**src/rtl/axi4_lite_master.sv**
```systemverilog
// axi4_lite_master: single-outstanding AXI4-Lite initiator.
// Turns one command into AW/W/B or AR/R handshakes and reports a one-cycle response.
// Optional response timeout with DRAIN state: define AXI_MASTER_TIMEOUT_EN.
module axi4_lite_master #(
    parameter int unsigned ADDR_WIDTH     = 32,
    parameter int unsigned DATA_WIDTH     = 32,
    parameter int unsigned TIMEOUT_CYCLES = 256
) (
    input  logic                    clk,
    input  logic                    rst,
    // command / response port
    input  logic                    cmd_valid,
    output logic                    cmd_ready,
    input  logic                    cmd_write,
    input  logic [ADDR_WIDTH-1:0]   cmd_addr,
    input  logic [DATA_WIDTH-1:0]   cmd_wdata,
    input  logic [DATA_WIDTH/8-1:0] cmd_wstrb,
    input  logic [2:0]              cmd_prot,
    output logic                    rsp_valid,
    output logic [DATA_WIDTH-1:0]   rsp_rdata,
    output logic [1:0]              rsp_resp,
    output logic                    timeout,
    // write address channel
    output logic [ADDR_WIDTH-1:0]   awaddr,
    output logic [2:0]              awprot,
    output logic                    awvalid,
    input  logic                    awready,
    // write data channel
    output logic [DATA_WIDTH-1:0]   wdata,
    output logic [DATA_WIDTH/8-1:0] wstrb,
    output logic                    wvalid,
    input  logic                    wready,
    // write response channel
    input  logic [1:0]              bresp,
    input  logic                    bvalid,
    output logic                    bready,
    // read address channel
    output logic [ADDR_WIDTH-1:0]   araddr,
    output logic [2:0]              arprot,
    output logic                    arvalid,
    input  logic                    arready,
    // read data channel
    input  logic [DATA_WIDTH-1:0]   rdata,
    input  logic [1:0]              rresp,
    input  logic                    rvalid,
    output logic                    rready
);

    localparam int unsigned STRB_WIDTH = DATA_WIDTH / 8;

`ifdef AXI_MASTER_TIMEOUT_EN
    typedef enum logic [2:0] {
        S_IDLE, S_WR, S_WRESP, S_RD_ADDR, S_RD_DATA, S_DRAIN
    } state_t;
`else
    typedef enum logic [2:0] {
        S_IDLE, S_WR, S_WRESP, S_RD_ADDR, S_RD_DATA
    } state_t;
`endif

    state_t                  state_q;
    logic                    awvalid_q, wvalid_q, arvalid_q, bready_q, rready_q;
    logic                    aw_done_q, w_done_q;
    logic [ADDR_WIDTH-1:0]   addr_q;
    logic [DATA_WIDTH-1:0]   wdata_q;
    logic [STRB_WIDTH-1:0]   wstrb_q;
    logic [2:0]              prot_q;
    logic                    rsp_valid_q;
    logic [DATA_WIDTH-1:0]   rsp_rdata_q;
    logic [1:0]              rsp_resp_q;
    logic                    aw_hs, w_hs, b_hs, ar_hs, r_hs;

`ifdef AXI_MASTER_TIMEOUT_EN
    logic                    is_write_q;
    logic                    timeout_q;
    logic [15:0]             cnt_q;
    logic                    tmo_hit;
    logic                    done_now;
`else
    logic                    unused_tmo;
`endif

    // Channel handshakes seen this cycle
    assign aw_hs = awvalid_q & awready;
    assign w_hs  = wvalid_q  & wready;
    assign b_hs  = bready_q  & bvalid;
    assign ar_hs = arvalid_q & arready;
    assign r_hs  = rready_q  & rvalid;

    assign cmd_ready = (state_q == S_IDLE);
    assign rsp_valid = rsp_valid_q;
    assign rsp_rdata = rsp_rdata_q;
    assign rsp_resp  = rsp_resp_q;
    assign awaddr    = addr_q;
    assign araddr    = addr_q;
    assign awprot    = prot_q;
    assign arprot    = prot_q;
    assign wdata     = wdata_q;
    assign wstrb     = wstrb_q;
    assign awvalid   = awvalid_q;
    assign wvalid    = wvalid_q;
    assign arvalid   = arvalid_q;
    assign bready    = bready_q;
    assign rready    = rready_q;

`ifdef AXI_MASTER_TIMEOUT_EN
    assign timeout  = timeout_q;
    assign tmo_hit  = (cnt_q == 16'(TIMEOUT_CYCLES - 1));
    // A response landing on the timeout cycle wins over the timeout
    assign done_now = ((state_q == S_WRESP) && b_hs) || ((state_q == S_RD_DATA) && r_hs);
`else
    assign timeout    = 1'b0;
    assign unused_tmo = ^32'(TIMEOUT_CYCLES);
`endif

    // Transaction FSM with registered channel controls and response
    always_ff @(posedge clk or posedge rst) begin
        if (rst) begin
            state_q     <= S_IDLE;
            awvalid_q   <= 1'b0;
            wvalid_q    <= 1'b0;
            arvalid_q   <= 1'b0;
            bready_q    <= 1'b0;
            rready_q    <= 1'b0;
            aw_done_q   <= 1'b0;
            w_done_q    <= 1'b0;
            addr_q      <= '0;
            wdata_q     <= '0;
            wstrb_q     <= '0;
            prot_q      <= '0;
            rsp_valid_q <= 1'b0;
            rsp_rdata_q <= '0;
            rsp_resp_q  <= '0;
`ifdef AXI_MASTER_TIMEOUT_EN
            is_write_q  <= 1'b0;
            timeout_q   <= 1'b0;
            cnt_q       <= '0;
`endif
        end else begin
            rsp_valid_q <= 1'b0;
            case (state_q)
                S_IDLE: begin
                    if (cmd_valid) begin
                        addr_q  <= cmd_addr;
                        wdata_q <= cmd_wdata;
                        wstrb_q <= cmd_wstrb;
                        prot_q  <= cmd_prot;
`ifdef AXI_MASTER_TIMEOUT_EN
                        is_write_q <= cmd_write;
                        cnt_q      <= '0;
`endif
                        if (cmd_write) begin
                            awvalid_q <= 1'b1;
                            wvalid_q  <= 1'b1;
                            aw_done_q <= 1'b0;
                            w_done_q  <= 1'b0;
                            state_q   <= S_WR;
                        end else begin
                            arvalid_q <= 1'b1;
                            state_q   <= S_RD_ADDR;
                        end
                    end
                end
                S_WR: begin
                    if (aw_hs) awvalid_q <= 1'b0;
                    if (w_hs)  wvalid_q  <= 1'b0;
                    aw_done_q <= aw_done_q | aw_hs;
                    w_done_q  <= w_done_q | w_hs;
                    if ((aw_done_q | aw_hs) && (w_done_q | w_hs)) begin
                        bready_q <= 1'b1;
                        state_q  <= S_WRESP;
                    end
                end
                S_WRESP: begin
                    if (b_hs) begin
                        bready_q    <= 1'b0;
                        rsp_valid_q <= 1'b1;
                        rsp_resp_q  <= bresp;
                        rsp_rdata_q <= '0;
                        state_q     <= S_IDLE;
                    end
                end
                S_RD_ADDR: begin
                    if (ar_hs) begin
                        arvalid_q <= 1'b0;
                        rready_q  <= 1'b1;
                        state_q   <= S_RD_DATA;
                    end
                end
                S_RD_DATA: begin
                    if (r_hs) begin
                        rready_q    <= 1'b0;
                        rsp_valid_q <= 1'b1;
                        rsp_rdata_q <= rdata;
                        rsp_resp_q  <= rresp;
                        state_q     <= S_IDLE;
                    end
                end
`ifdef AXI_MASTER_TIMEOUT_EN
                S_DRAIN: begin
                    // Finish whatever the slave still owes us, then drop it
                    if (aw_hs) awvalid_q <= 1'b0;
                    if (w_hs)  wvalid_q  <= 1'b0;
                    if (ar_hs) arvalid_q <= 1'b0;
                    if (is_write_q ? (b_hs && !awvalid_q && !wvalid_q)
                                   : (r_hs && !arvalid_q)) begin
                        bready_q <= 1'b0;
                        rready_q <= 1'b0;
                        state_q  <= S_IDLE;
                    end
                end
`endif
                default: state_q <= S_IDLE;
            endcase
`ifdef AXI_MASTER_TIMEOUT_EN
            // Response watchdog; overrides the normal next state on expiry
            if ((state_q != S_IDLE) && (state_q != S_DRAIN)) begin
                cnt_q <= cnt_q + 16'd1;
                if (tmo_hit && !done_now) begin
                    state_q     <= S_DRAIN;
                    rsp_valid_q <= 1'b1;
                    rsp_resp_q  <= 2'd3;
                    rsp_rdata_q <= '0;
                    timeout_q   <= 1'b1;
                    bready_q    <= is_write_q;
                    rready_q    <= ~is_write_q;
                end
            end
`endif
        end
    end

endmodule

```
**config.mk**
```make
export PLATFORM = sky130hd
export DESIGN_NAME = axi4_lite_master
export DESIGN_NICKNAME = d
export VERILOG_FILES = /design/src/rtl/axi4_lite_master.sv
export SDC_FILE = /design/constraint.sdc
export NUM_CORES = 1
export LEC_CHECK = 0
export ABC_AREA = 1
export BUFFER_PORTS_ARGS = -buffer_cell sky130_fd_sc_hd__buf_2
export CORE_UTILIZATION = 45
export DETAILED_ROUTE_END_ITERATION = 8
export HOLD_SLACK_MARGIN = 0.03
export PLACE_DENSITY = 0.83
export SYNTH_ARGS = -nofsm -noshare
export SYNTH_HDL_FRONTEND = slang
export SYNTH_SLANG_ARGS = --single-unit
```
**constraint.sdc**
```tcl
create_clock -name clk -period 5.1 [get_ports clk]
set_clock_uncertainty 0.15 [all_clocks]
set_input_delay 1.02 -clock clk [delete_from_list [all_inputs] [get_ports clk]]
set_output_delay 1.02 -clock clk [all_outputs]
set_load 0.01 [all_outputs]
```
==> impl_metrics.toml <==
[logic_synthesis]
yosysTopAreaCellShare_pct = 58.8
synthXorXnorAreaFrac_pct = 0
netlist_instances = 568
synth-simple-area-share_pct = 29.5
yosysSeqAreaShare_pct = 58.8
synth_compound_area_share_pct = 1.12
syn_area_per_cell_um2 = 8.69
synthAdderAreaFrac_pct = 0
synth_top_family_by_area = "simple AND/OR/NAND/NOR gates"
synth-seq-cells = 116
synth_cell_type_count = 19
yosys.area.top_type = "dfrtp_1"
yosys_warnings = 0
synth.mux.area_fraction_pct = 0
syn-cell-area_um2 = 4930
synth.area.top_cells = "dfrtp_1 59%, nand2_1 24%, buf_4 7.0%"
synth_nets = 684

[worst_setup_path]
crit_start = "state_q[0]"
startpoint_type = "register"
critPathMaxStageDelay_ns = 0.46
rr_worst_depth = 5
worstReg2RegStart = "state_q[0]"
required_ns = 3.93
cp.arrival_ns = 1.35
crit_type = "reg -> out"
r2r-end = "rsp_rdata[28]"
worstPathMaxFanout = 6
crit_path_top_delay_cell = "dfrtp_1"
path_cells = "inv_2 > nand2_1 > nor2_2 > buf_2"
reg2reg_slack_ns = 2.58
endpoint_kind = "output port"
crit_end = "cmd_ready"

[floorplanning]
rows = 37
floorplan.initialDensity_pct = 47.2
die_h_um = 107
core_area_um2 = 10500
die_x_um = 107
dieArea_um2 = 11400
ios = 264

[sta]
setup_viol_count_final = 0
worst_slew_pin_slew_ns = 0.930
max_slew_margin_pct = 38.0
rsz0062_at_grt = "no"
period_share_pct = 49.3
period_needed_ns = 2.52
drv_slew = 0
timing.setup.tns_ns = 0
hold_viol_final = 0
fmax_ghz = 0.397

[final_layout]
n_antenna_cell = 0
fin_nets = 908
stdcell_count = 941
area_delta_synth_final_pct = 33.5
mostFrequentLayoutCells = "310 x nand2_1, 262 x buf_2, 116 x dfrtp_1, 39 x nand3_1, 16 x clkbuf_16"
drive_above_1_share_pct = 37.8
final_common_cell = "nand2_1"

[routing]
routed_wl_um = 11900
drt_iter0_markers = 229
wl_per_cell_um = 12.7
viasPerCell = 4.58
vias = 4309
antenna_left = 0
drtPass1Iterations = 4
drc = 0

[outcome]
status = "finished clean"

[grt]
grt_pass1_vias = 4099
grt_overflow = 0
grt_max_degree = 79
antenna_found_initial = 0
grt_pass1_wl_um = 19100
grt_util_all_layers_pct = 21.3

[clock_tree]
cts.sinks = 116
post-cts-setup-buffers = 0
h-tree-depth = 4
cts_resized = 0
clk_path_buf_depth = 2
cts_tree = "done"
cts_buffers = 17
worst_skew_pair.late_latency_ns = 0.49
holdBufCountCts = 0
cts-root-buf = "clkbuf_8"
path_clk_slew_ns = 0.05

[place]
dp.cells = 909
dpl.hpwl_um = 8450
io_buffers = 262
gp_congestion = 0.793

[power_and_ir_drop]
clock_power_share_pct = 27.2
power_frac_seq_pct = 36.0
p_int_mw = 2.76
power.density_nw_per_um2 = 668
swShare_pct = 37.3
pwr-share-comb_pct = 36.7
peakVddDrop_mv = 0.294
switching_power_mw = 1.64
leakagePower_nw = 4.01

[worst_hold_path]
holdPathStages = 2
hold_path_class = "reg -> reg"
hp-start = "wdata[15]"

[flow_run]
cap_violations = 0
power groups by stage:
stage	Combinational [mW]	Clock (mW)	Sequential, mW
floorplan	0.960	0	1.76
global placement	1.61	0	1.58
detailed placement	1.64	0	1.59
CTS	1.65	1.22	1.58
global route	1.82	1.27	1.63
finish	1.62	1.20	1.59
Yosys cell counts, drive strengths merged:
library cell and number:
a21oi 6, and2 1, buf 59, clkbuf 1
conb 1, dfrtp 116, inv 16, nand2 311
nand3 39, nand3b 2, nand4 2, nor2 9
o21ai 5
worst max-delay path, delay by kind of cell (launching register included):
family	cells	cell delay, ns
buffers and inverters	2	0.23
flip-flops	1	0.46
AND/OR/NAND/NOR	2	0.17
metal layers:
layer	part of all wire, %	GRT usage (%)	vias up
li1	-	-	2157
met1	43	26.2	1959
met2	50	37.1	183
met3	6.0	4.80	10
met4	0.88	6.65	0
met5	0	0	-
cell type report:
cell class / count / area, um2
inverters: 16 / 62.6
well taps: 136 / 170
clock buffers: 20 / 425
multi-input cells: 376 / 1510
clock inverters: 12 / 180
repair buffers: 265 / 1330
fillers: 920 / 3870
flip-flops and latches: 116 / 2900
registers in the layout, indices dropped and copies added (netlist names):
register,count
awvalid,1
wdata,32
bready,1
rsp_rdata,32
arprot,3
araddr,32
arvalid,1
aw_done_q,1
rsp_valid,1
rready,1
wvalid,1
wstrb,4
state_q,3
rsp_resp,2
w_done_q,1
kinds of logic after synthesis:
family,Yosys count
compound gates,11
other cells,1
simple gates,364
buf+inv,76
flops,116
through the flow:
step                      hold WS [ns]  total power [mW]  area (um2)  setup WS, ns  utilization [%]
final                            0.322              4.40        6590          2.58             63.0
after CTS                        0.325              4.45        6590          2.54             63.0
after detailed placement         0.309              3.23        5980          2.16             57.2
after global placement           0.307              3.19        5980          2.17             57.2
after global routing             0.344              4.72        6590          2.38             63.0
after floorplan                  0.354              2.72        4930         0.858                -
worst min path at each step:
stage                            to  slack, ns
after floorplan           aw_done_q       0.35
after global placement    wdata[14]       0.31
after detailed placement   wdata[8]       0.31
after CTS                  wdata[8]       0.33
after global routing       wstrb[0]       0.34
final                     wdata[15]       0.32
Power figures use the tool's default switching activity.
